File: src/rtl/spi_arb_pkg.sv
// Shared types and defaults for the SPI bus arbiter.
// SPI_ARB_BURST_EN selects multi-byte bursts under one chip select.
package spi_arb_pkg;

    localparam int DEF_NUM_REQ  = 4;
    localparam int DEF_CS_SETUP = 2;
    localparam int DEF_CS_HOLD  = 2;

`ifdef SPI_ARB_BURST_EN
    localparam bit BURST_EN = 1'b1;
`else
    localparam bit BURST_EN = 1'b0;
`endif

    typedef enum logic [2:0] {
        IDLE  = 3'd0,
        SETUP = 3'd1,
        START = 3'd2,
        WAIT  = 3'd3,
        NEXT  = 3'd4,
        HOLD  = 3'd5
    } arb_state_e;

endpackage

File: src/rtl/spi_rr_arbiter.sv
// Round-robin requester picker: priority starts one past the last served index.
module spi_rr_arbiter #(
    parameter int  NUM_REQ = 4,
    localparam int IDW     = (NUM_REQ > 1) ? $clog2(NUM_REQ) : 1
) (
    input  logic               clk,
    input  logic               rst,
    input  logic [NUM_REQ-1:0] req,
    input  logic               advance,
    input  logic [IDW-1:0]     last_id,
    output logic [NUM_REQ-1:0] grant,
    output logic [IDW-1:0]     grant_id
);

    logic [IDW-1:0] ptr;
    logic [IDW:0]   sum;
    logic [IDW-1:0] idx;
    logic           found;

    always_ff @(posedge clk) begin
        if (rst) begin
            ptr <= '0;
        end else if (advance) begin
            ptr <= (last_id == IDW'(NUM_REQ - 1)) ? '0 : last_id + 1'b1;
        end
    end

    // Scan from ptr upward with wrap; first set request wins.
    always_comb begin
        grant    = '0;
        grant_id = '0;
        found    = 1'b0;
        sum      = '0;
        idx      = '0;
        for (int i = 0; i < NUM_REQ; i++) begin
            sum = {1'b0, ptr} + (IDW + 1)'(i);
            if (sum >= (IDW + 1)'(NUM_REQ)) sum = sum - (IDW + 1)'(NUM_REQ);
            idx = sum[IDW-1:0];
            if (!found && req[idx]) begin
                found      = 1'b1;
                grant[idx] = 1'b1;
                grant_id   = idx;
            end
        end
    end

endmodule

File: src/rtl/spi_bus_arbiter.sv
// Shares one SPI byte engine among NUM_REQ requesters with cs_n setup/hold guards.
// Optional burst mode under SPI_ARB_BURST_EN; dbg = {last_q, state}.
module spi_bus_arbiter
    import spi_arb_pkg::*;
#(
    parameter int  NUM_REQ  = DEF_NUM_REQ,
    parameter int  CS_SETUP = DEF_CS_SETUP,
    parameter int  CS_HOLD  = DEF_CS_HOLD,
    localparam int IDW      = (NUM_REQ > 1) ? $clog2(NUM_REQ) : 1
) (
    input  logic                 clk,
    input  logic                 rst,
    input  logic [NUM_REQ-1:0]   req,
    input  logic [8*NUM_REQ-1:0] req_data,
    input  logic [NUM_REQ-1:0]   req_last,
    output logic [NUM_REQ-1:0]   ack,
    output logic [IDW-1:0]       grant_id,
    output logic                 busy,
    output logic [NUM_REQ-1:0]   cs_n,
    output logic                 eng_start,
    output logic [7:0]           eng_data,
    input  logic                 eng_done,
    output logic [3:0]           dbg
);

    localparam int GMAX = (CS_SETUP > CS_HOLD) ? CS_SETUP : CS_HOLD;
    localparam int CW   = (GMAX + 1 > 1) ? $clog2(GMAX + 1) : 1;

    arb_state_e         state;
    logic [CW-1:0]      cnt;
    logic               last_q;
    logic [NUM_REQ-1:0] arb_oh;
    logic [IDW-1:0]     arb_id;
    logic               advance;
    logic [7:0]         sel_data;
    logic               sel_last;

    assign advance = (state == HOLD) && (cnt == CW'(CS_HOLD - 1));
    assign dbg     = {last_q, state};

    spi_rr_arbiter #(.NUM_REQ(NUM_REQ)) u_rr (
        .clk      (clk),
        .rst      (rst),
        .req      (req),
        .advance  (advance),
        .last_id  (grant_id),
        .grant    (arb_oh),
        .grant_id (arb_id)
    );

    always_comb begin
        sel_data = '0;
        for (int i = 0; i < NUM_REQ; i++) begin
            if (grant_id == IDW'(i)) sel_data = req_data[8*i +: 8];
        end
        sel_last = req_last[grant_id];
    end

    always_ff @(posedge clk) begin
        if (rst) begin
            state     <= IDLE;
            cnt       <= '0;
            last_q    <= 1'b0;
            ack       <= '0;
            grant_id  <= '0;
            busy      <= 1'b0;
            cs_n      <= '1;
            eng_start <= 1'b0;
            eng_data  <= 8'h00;
        end else begin
            ack       <= '0;
            eng_start <= 1'b0;
            case (state)
                IDLE: begin
                    if (|req) begin
                        grant_id <= arb_id;
                        cs_n     <= ~arb_oh;
                        busy     <= 1'b1;
                        cnt      <= '0;
                        state    <= SETUP;
                    end
                end
                SETUP: begin
                    if (cnt == CW'(CS_SETUP - 1)) begin
                        eng_data  <= sel_data;
                        last_q    <= sel_last;
                        eng_start <= 1'b1;
                        cnt       <= '0;
                        state     <= START;
                    end else begin
                        cnt <= cnt + 1'b1;
                    end
                end
                START: begin
                    cnt   <= '0;
                    state <= WAIT;
                end
                WAIT: begin
                    if (eng_done) begin
                        ack[grant_id] <= 1'b1;
                        cnt           <= '0;
                        state         <= (BURST_EN && !last_q) ? NEXT : HOLD;
                    end
                end
`ifdef SPI_ARB_BURST_EN
                // First NEXT cycle carries the ack; req is sampled in the second,
                // after the requester has had a cycle to present the next byte.
                NEXT: begin
                    if (cnt == '0) begin
                        cnt <= cnt + 1'b1;
                    end else if (req[grant_id]) begin
                        eng_data  <= sel_data;
                        last_q    <= sel_last;
                        eng_start <= 1'b1;
                        cnt       <= '0;
                        state     <= START;
                    end else begin
                        cnt   <= '0;
                        state <= HOLD;
                    end
                end
`endif
                HOLD: begin
                    if (cnt == CW'(CS_HOLD - 1)) begin
                        cs_n  <= '1;
                        busy  <= 1'b0;
                        cnt   <= '0;
                        state <= IDLE;
                    end else begin
                        cnt <= cnt + 1'b1;
                    end
                end
                default: begin
                    cs_n  <= '1;
                    busy  <= 1'b0;
                    cnt   <= '0;
                    state <= IDLE;
                end
            endcase
        end
    end

endmodule

File: config.mk
export PLATFORM = sky130hd
export DESIGN_NAME = spi_bus_arbiter
export DESIGN_NICKNAME = d
export VERILOG_FILES = /design/src/rtl/spi_arb_pkg.sv /design/src/rtl/spi_rr_arbiter.sv /design/src/rtl/spi_bus_arbiter.sv
export SDC_FILE = /design/constraint.sdc
export NUM_CORES = 1
export LEC_CHECK = 0
export CAP_MARGIN = 20
export CORE_MARGIN = 3
export CORE_UTILIZATION = 40
export DETAILED_ROUTE_END_ITERATION = 7
export GPL_ROUTABILITY_DRIVEN = 0
export GPL_TIMING_DRIVEN = 0
export PLACE_DENSITY = 0.76
export SYNTH_ARGS = -nofsm -noshare
export SYNTH_HDL_FRONTEND = slang
export SYNTH_SLANG_ARGS = --single-unit
File: constraint.sdc
create_clock -name clk -period 2.28 [get_ports clk]
set_clock_uncertainty 0.1 [all_clocks]
set_input_delay 0.456 -clock clk [delete_from_list [all_inputs] [get_ports clk]]
set_output_delay 0.456 -clock clk [all_outputs]
set_load 0.01 [all_outputs]
* After elaboration in Yosys (flattened, before gate mapping)
Cells that the tools add are included.
** Cells by class
- Add/sub/neg operators :: 9
- Order comparisons :: 14
- Equal/unequal tests :: 12
- Multiplexer cells :: 56
- Bitwise gates (word level) :: 8
- Reductions and logical operators :: 24
** Operator list (count)
- 8-bit 2-to-1 mux :: 4
- 2-bit 2-to-1 mux :: 12
- 4-bit 2-to-1 mux :: 6
- 1-bit 2-to-1 mux :: 16
- 2-bit by 3-bit < comparator with 1-bit output (second input constant) :: 5
- 3-bit one-hot mux with 5 select lines :: 1
- 3-bit 2-to-1 mux :: 4
- 4-bit OR :: 3
- 4-bit one-hot mux with 3 select lines :: 1
- 1-bit binary-select mux with 2-bit select :: 5
- 1-bit demux with 2-bit select :: 5
- 2-bit by 1-bit >= comparator with 1-bit output (second input constant) :: 5
- 3-bit >= comparator (second input constant) :: 3
- 1-bit logical AND :: 9
- 2-bit by 1-bit subtractor with 2-bit output (second input constant) :: 4
- 2-bit by 2-bit adder with 3-bit output (second input constant) :: 2
- 3-bit by 2-bit == test with 1-bit output (second input constant) :: 2
- 2-bit != test (second input constant) :: 3
- 2-bit one-hot mux with 3 select lines :: 1
- 2-bit AND reduction :: 3
- 3-bit OR reduction :: 2
- 2-bit by 1-bit adder with 2-bit output (second input constant) :: 2
- 2-bit by 1-bit == test with 1-bit output (second input constant) :: 2
- 2-bit == test (second input constant) :: 2
- 15 further kinds :: 21
** Word-level totals
- Register bits after elaboration :: 28
- Bits of input ports :: 43
- Output and inout bits :: 24
- Logic and storage cells :: 133

* Logic depth before layout (Yosys ltp)
- Depth after elaboration :: 17
- Mapped depth :: 9
- Mapped depth without buffers :: 7

* Cells and area by module
Synthesis repeated with hierarchy kept, for this count alone.
** Second synthesis, totals
- Cell total of the unflattened synthesis :: 183
- Area, all modules :: 1808.0 µm²
** By module, submodules not included
- spi_bus_arbiter :: times used 1, cells an instance 109, area an instance 1219.9 µm²
- spi_rr_arbiter :: times used 1, cells an instance 74, area an instance 588.1 µm²

* Least setup slack after synthesis
Ideal clock, no wire load.
- Path type :: register to register
- From :: register u_rr.ptr[1]
- To :: register cs_n[0]
- Setup time :: 156 ps
- Arrival :: 2077 ps
- Required time :: 2024 ps
- Slack :: -52 ps
- Stages on the path, launching flop included :: 9
- Buffers on the path :: 2
- Clock period less this slack :: 2332 ps
- Path through :: dfxtp_1 > buf_2 > inv_1 > ha_1 > mux4_1 > buf_2 > nor2b_1 > nor3_1 > o221ai_1
** Between the ends
- Longest elaborated chain between the ends :: 17
** Ends and longest elaborated chain
- from (decl) :: RTL line spi_rr_arbiter.sv:15 : logic [IDW-1:0] ptr;
- from (signal assigned) :: RTL line spi_rr_arbiter.sv:24 : ptr <= (last_id == IDW'(NUM_REQ - 1)) ? '0 : last_id + 1'b1;
- parallel branches: the longest is 13 deep, another holds 2-bit by 1-bit adder with 3-bit output
- 4-bit 2-to-1 mux * :: RTL line spi_rr_arbiter.sv:39 : if (!found && req[idx]) begin
- 4-bit inverter * :: RTL line spi_bus_arbiter.sv:77 : cs_n <= ~arb_oh;
- 4-bit 2-to-1 mux * :: RTL line spi_bus_arbiter.sv:75 : if (|req) begin
- 4-bit one-hot mux with 3 select lines * :: RTL line spi_bus_arbiter.sv:73 : case (state)
- to (signal assigned) :: RTL line spi_bus_arbiter.sv:77
- to (decl) :: RTL line spi_bus_arbiter.sv:19 : output logic [NUM_REQ-1:0] cs_n,
Every way passes the cells marked *. The select of a mux whose other input is x is not followed.
A chain may end at the register's enable or synchronous reset.

* Final worst setup path
- From :: register u_rr.ptr[0]
- To :: register grant_id[1]
** Between the ends
- Longest elaborated chain between the ends :: 14
** Ends and longest elaborated chain
- parallel branches: the longest is 13 deep, another holds 2-bit by 1-bit adder with 3-bit output
- 2-bit 2-to-1 mux * :: RTL line spi_rr_arbiter.sv:39
- to (signal assigned) :: RTL line spi_bus_arbiter.sv:76 : grant_id <= arb_id;
- to (decl) :: RTL line spi_bus_arbiter.sv:17 : output logic [IDW-1:0] grant_id,
Marks and branches as above.

==> reports/metrics.cfg <==
[floorplan]
die_h_um=73.6
dieArea_sq_um=5420
ios=67
start_util_pct=43.5
die_w_um=73.6
num_rows=23
fp.coreArea_sq_um=4200

[setup_path]
cp_cell_sequence=buf_8 -> clkinvlp_4 -> ha_4 -> mux4_2 -> buf_2 -> nor3_1 -> inv_1 -> a31oi_1
cp-start-kind=flip-flop
critPathLaunch=u_rr.ptr[0]
critPathRequiredTime_ns=2.38
end_kind=flip-flop
reg2reg_from=u_rr.ptr[0]
cpMaxStageDelayCell=mux4_2
cp_max_fo=5
cpPeakStageDelay_ns=0.54
arrival_ns=2.36
crit_type=reg2reg

[route]
drc=0
viasPerCell=5.33
drt_pass1_iterations=4
routed_wirelength_um=5340
vias=1882
ant_nets=0
first_iter_violations=124
routedWlPerCell_um=15.1

[outcome]
status=finished clean

[timing]
whs_ns=0.382
fin_crit_ns=2.25
finalHoldViolations=0
finalCritPeriodShare_pct=98.8
setup_ws_ns=0.0266
final-setup-viol-count=0
worstMarginPinSlew_ns=0.723
max_freq_mhz=444
rsz0062_at_grt=true
max_slew_margin_pct=51.4
drv_slew=0

[clock_tree]
htree_num_levels=1
cts_hold_buf=0
tritoncts=done
clockBufferDepth=2
clk_pin_slew_ns=0.09
numCtsBuffers=3
cts_num_sinks=28
clock_latency_ns=0.28
cts-root-buf=clkbuf_8

[finish]
fillers=360
drive_gt1_share_pct=15.2
antennaDiodeCount=0
finalCoreUtilization_pct=66.2
syn2layout_area_growth_pct=52.1
nets=359

[grt]
antenna_found_initial=0
grt.overflow.total=0
grt_max_degree=16
grt_pass1_vias=1706
grt_pass1_wl_um=8470
grt_usage_pct=19.6

[synth]
synth-simple-area-share_pct=22.2
synth-compound-area-share_pct=22.6
avgSynthCellArea_sq_um=8.23
ys_types=36
seq_area_frac_synth_pct=30.7
synthMuxAreaShare_pct=9.86
synth_fp_nets=277
synth_top_flop_cell=dfxtp_1
synth-xor-area-share_pct=0
syn_inst=222
synth_seq_cells=28
yosysTopAreaCell=dfxtp_1
synthArstFlopShare_pct=0
yosysMostFrequentCell=nor2_1
synthTopCellsByArea=dfxtp_1 (31%), ha_1 (8.2%), nor2_1 (6.6%)
ys_top_cells_by_count=nor2_1 (32), dfxtp_1 (28), a21oi_1 (17)
synth_fa_ha_area_share_pct=8.21
netlist_area_sq_um=1830
synth_top_area_share_pct=30.7
synth_top_family_by_area=compound AO/OA/AOI/OAI gates
synth_warnings=0
synth_edf_count=0

[power]
ir_worst_vdd_v=0.000393
seqPwrFrac_pct=43.4
p_clk_share_pct=25.2
power_density_nw_per_um2=442
p_switching_uw=363
fin_total_pwr_uw=1230
internal_power_uw=867
swShare_pct=29.5
p_leak_uw=0.00108
p_comb_share_pct=31.4

[placed_design]
place_hpwl_um=3870
port-buffer-count=65
dp_slack_ns=-0.426

[run]
cap_violations=0

[worst_hold_path]
min_from=cnt[1]
min_path_type=reg2reg

==> cells in the final DEF (no fill, tap or decap), drive strengths merged, types with 3 or more instances in the layout <==
| cell type | count |
|---|---|
| a211oi | 7 |
| a21oi | 17 |
| a221oi | 11 |
| buf | 19 |
| clkbuf | 13 |
| clkdlybuf4s50 | 61 |
| dfxtp | 28 |
| dlymetal6s2s | 4 |
| ha | 12 |
| inv | 9 |
| mux2i | 6 |
| mux4 | 5 |
| nand2 | 13 |
| nand3 | 3 |
| nor2 | 32 |
| nor2b | 8 |
| nor3 | 16 |
| o211ai | 3 |
| o21ai | 10 |
| o221ai | 4 |
==> area by class of cell <==
cell class	instances	area, sq um	share of cell area (%)
inverter	11	48.8	1.76
buffer	15	83.8	3.02
multi-input combinational	167	1210	43.4
sequential	28	568	20.4
timing repair buffer	78	756	27.2
tap	50	62.6	2.25
clock buffer	4	55.1	1.98
==> sequential cells by signal, indices dropped and copies added (netlist names) <==
name,count
cnt,2
eng_start,1
eng_data,8
ack,4
last_q,1
busy,1
cs_n,4
state,3
u_rr.ptr,2
grant_id,2
==> logic make-up after synthesis <==
| kind of cell | count (synthesis) |
|---|---|
| compound gates | 61 |
| fa+ha+maj | 12 |
| buf+inv | 27 |
| flops | 28 |
| mux | 11 |
| simple gates | 83 |
==> layer usage <==
| layer | vias to the layer above | global-route usage [%] | part of all wire [%] |
|---|---|---|---|
| met3 | 4 | 3.83 | 4.2 |
| met2 | 36 | 31.6 | 49 |
| met1 | 878 | 27.5 | 46 |
| met5 | - | 0 | 0 |
| met4 | 0 | 2.82 | 0.62 |
| li1 | 964 | - | - |
==> worst max-delay path: cells and delay by family (launching register included) <==
kind | cells | cell delay (ns)
AOI/OAI and AO/OA | 1 | 0.20
DFF | 1 | 0.37
muxes | 1 | 0.54
and+or+nand+nor | 1 | 0.21
adders and majority gates | 1 | 0.30
buffers and inverters | 4 | 0.46
==> through the flow <==
step | TNS [ns] | instance area [sq um] | std cells
final | 0 | 2780 | 353
after global routing | -0.0819 | 2780 | 353
after CTS | 0 | 2660 | 343
after detailed placement | -2.77 | 2550 | 337
after global placement | -2.25 | 2550 | 337
after floorplan | 0 | 1840 | 222
==> worst paths after layout <==
path,end,slack (ns),cells past startpoint
max reg2reg,grant_id[1],0.03,8
max,grant_id[1],0.03,8
min reg2reg,cnt[1],0.38,1
min,cnt[1],0.38,1
==> power groups by stage <==
stage	Clock, uW	Combinational (uW)	Sequential (uW)
4_1_cts	315	375	533
2_1_floorplan	0	193	552
3_3_place_gp	0	365	546
5_1_grt	333	426	537
6_report	310	386	533
3_5_place_dp	0	368	546
==> timing repair <==
action,4_1_cts,5_1_grt
gates resized for setup,13,14
endpoints found under the setup margin,6,10
hold endpoints to repair,0,0
pin swaps,0,3
cloned,0,1
setup buffers,3,9
Note: power is estimated with default switching activity, not from simulation.
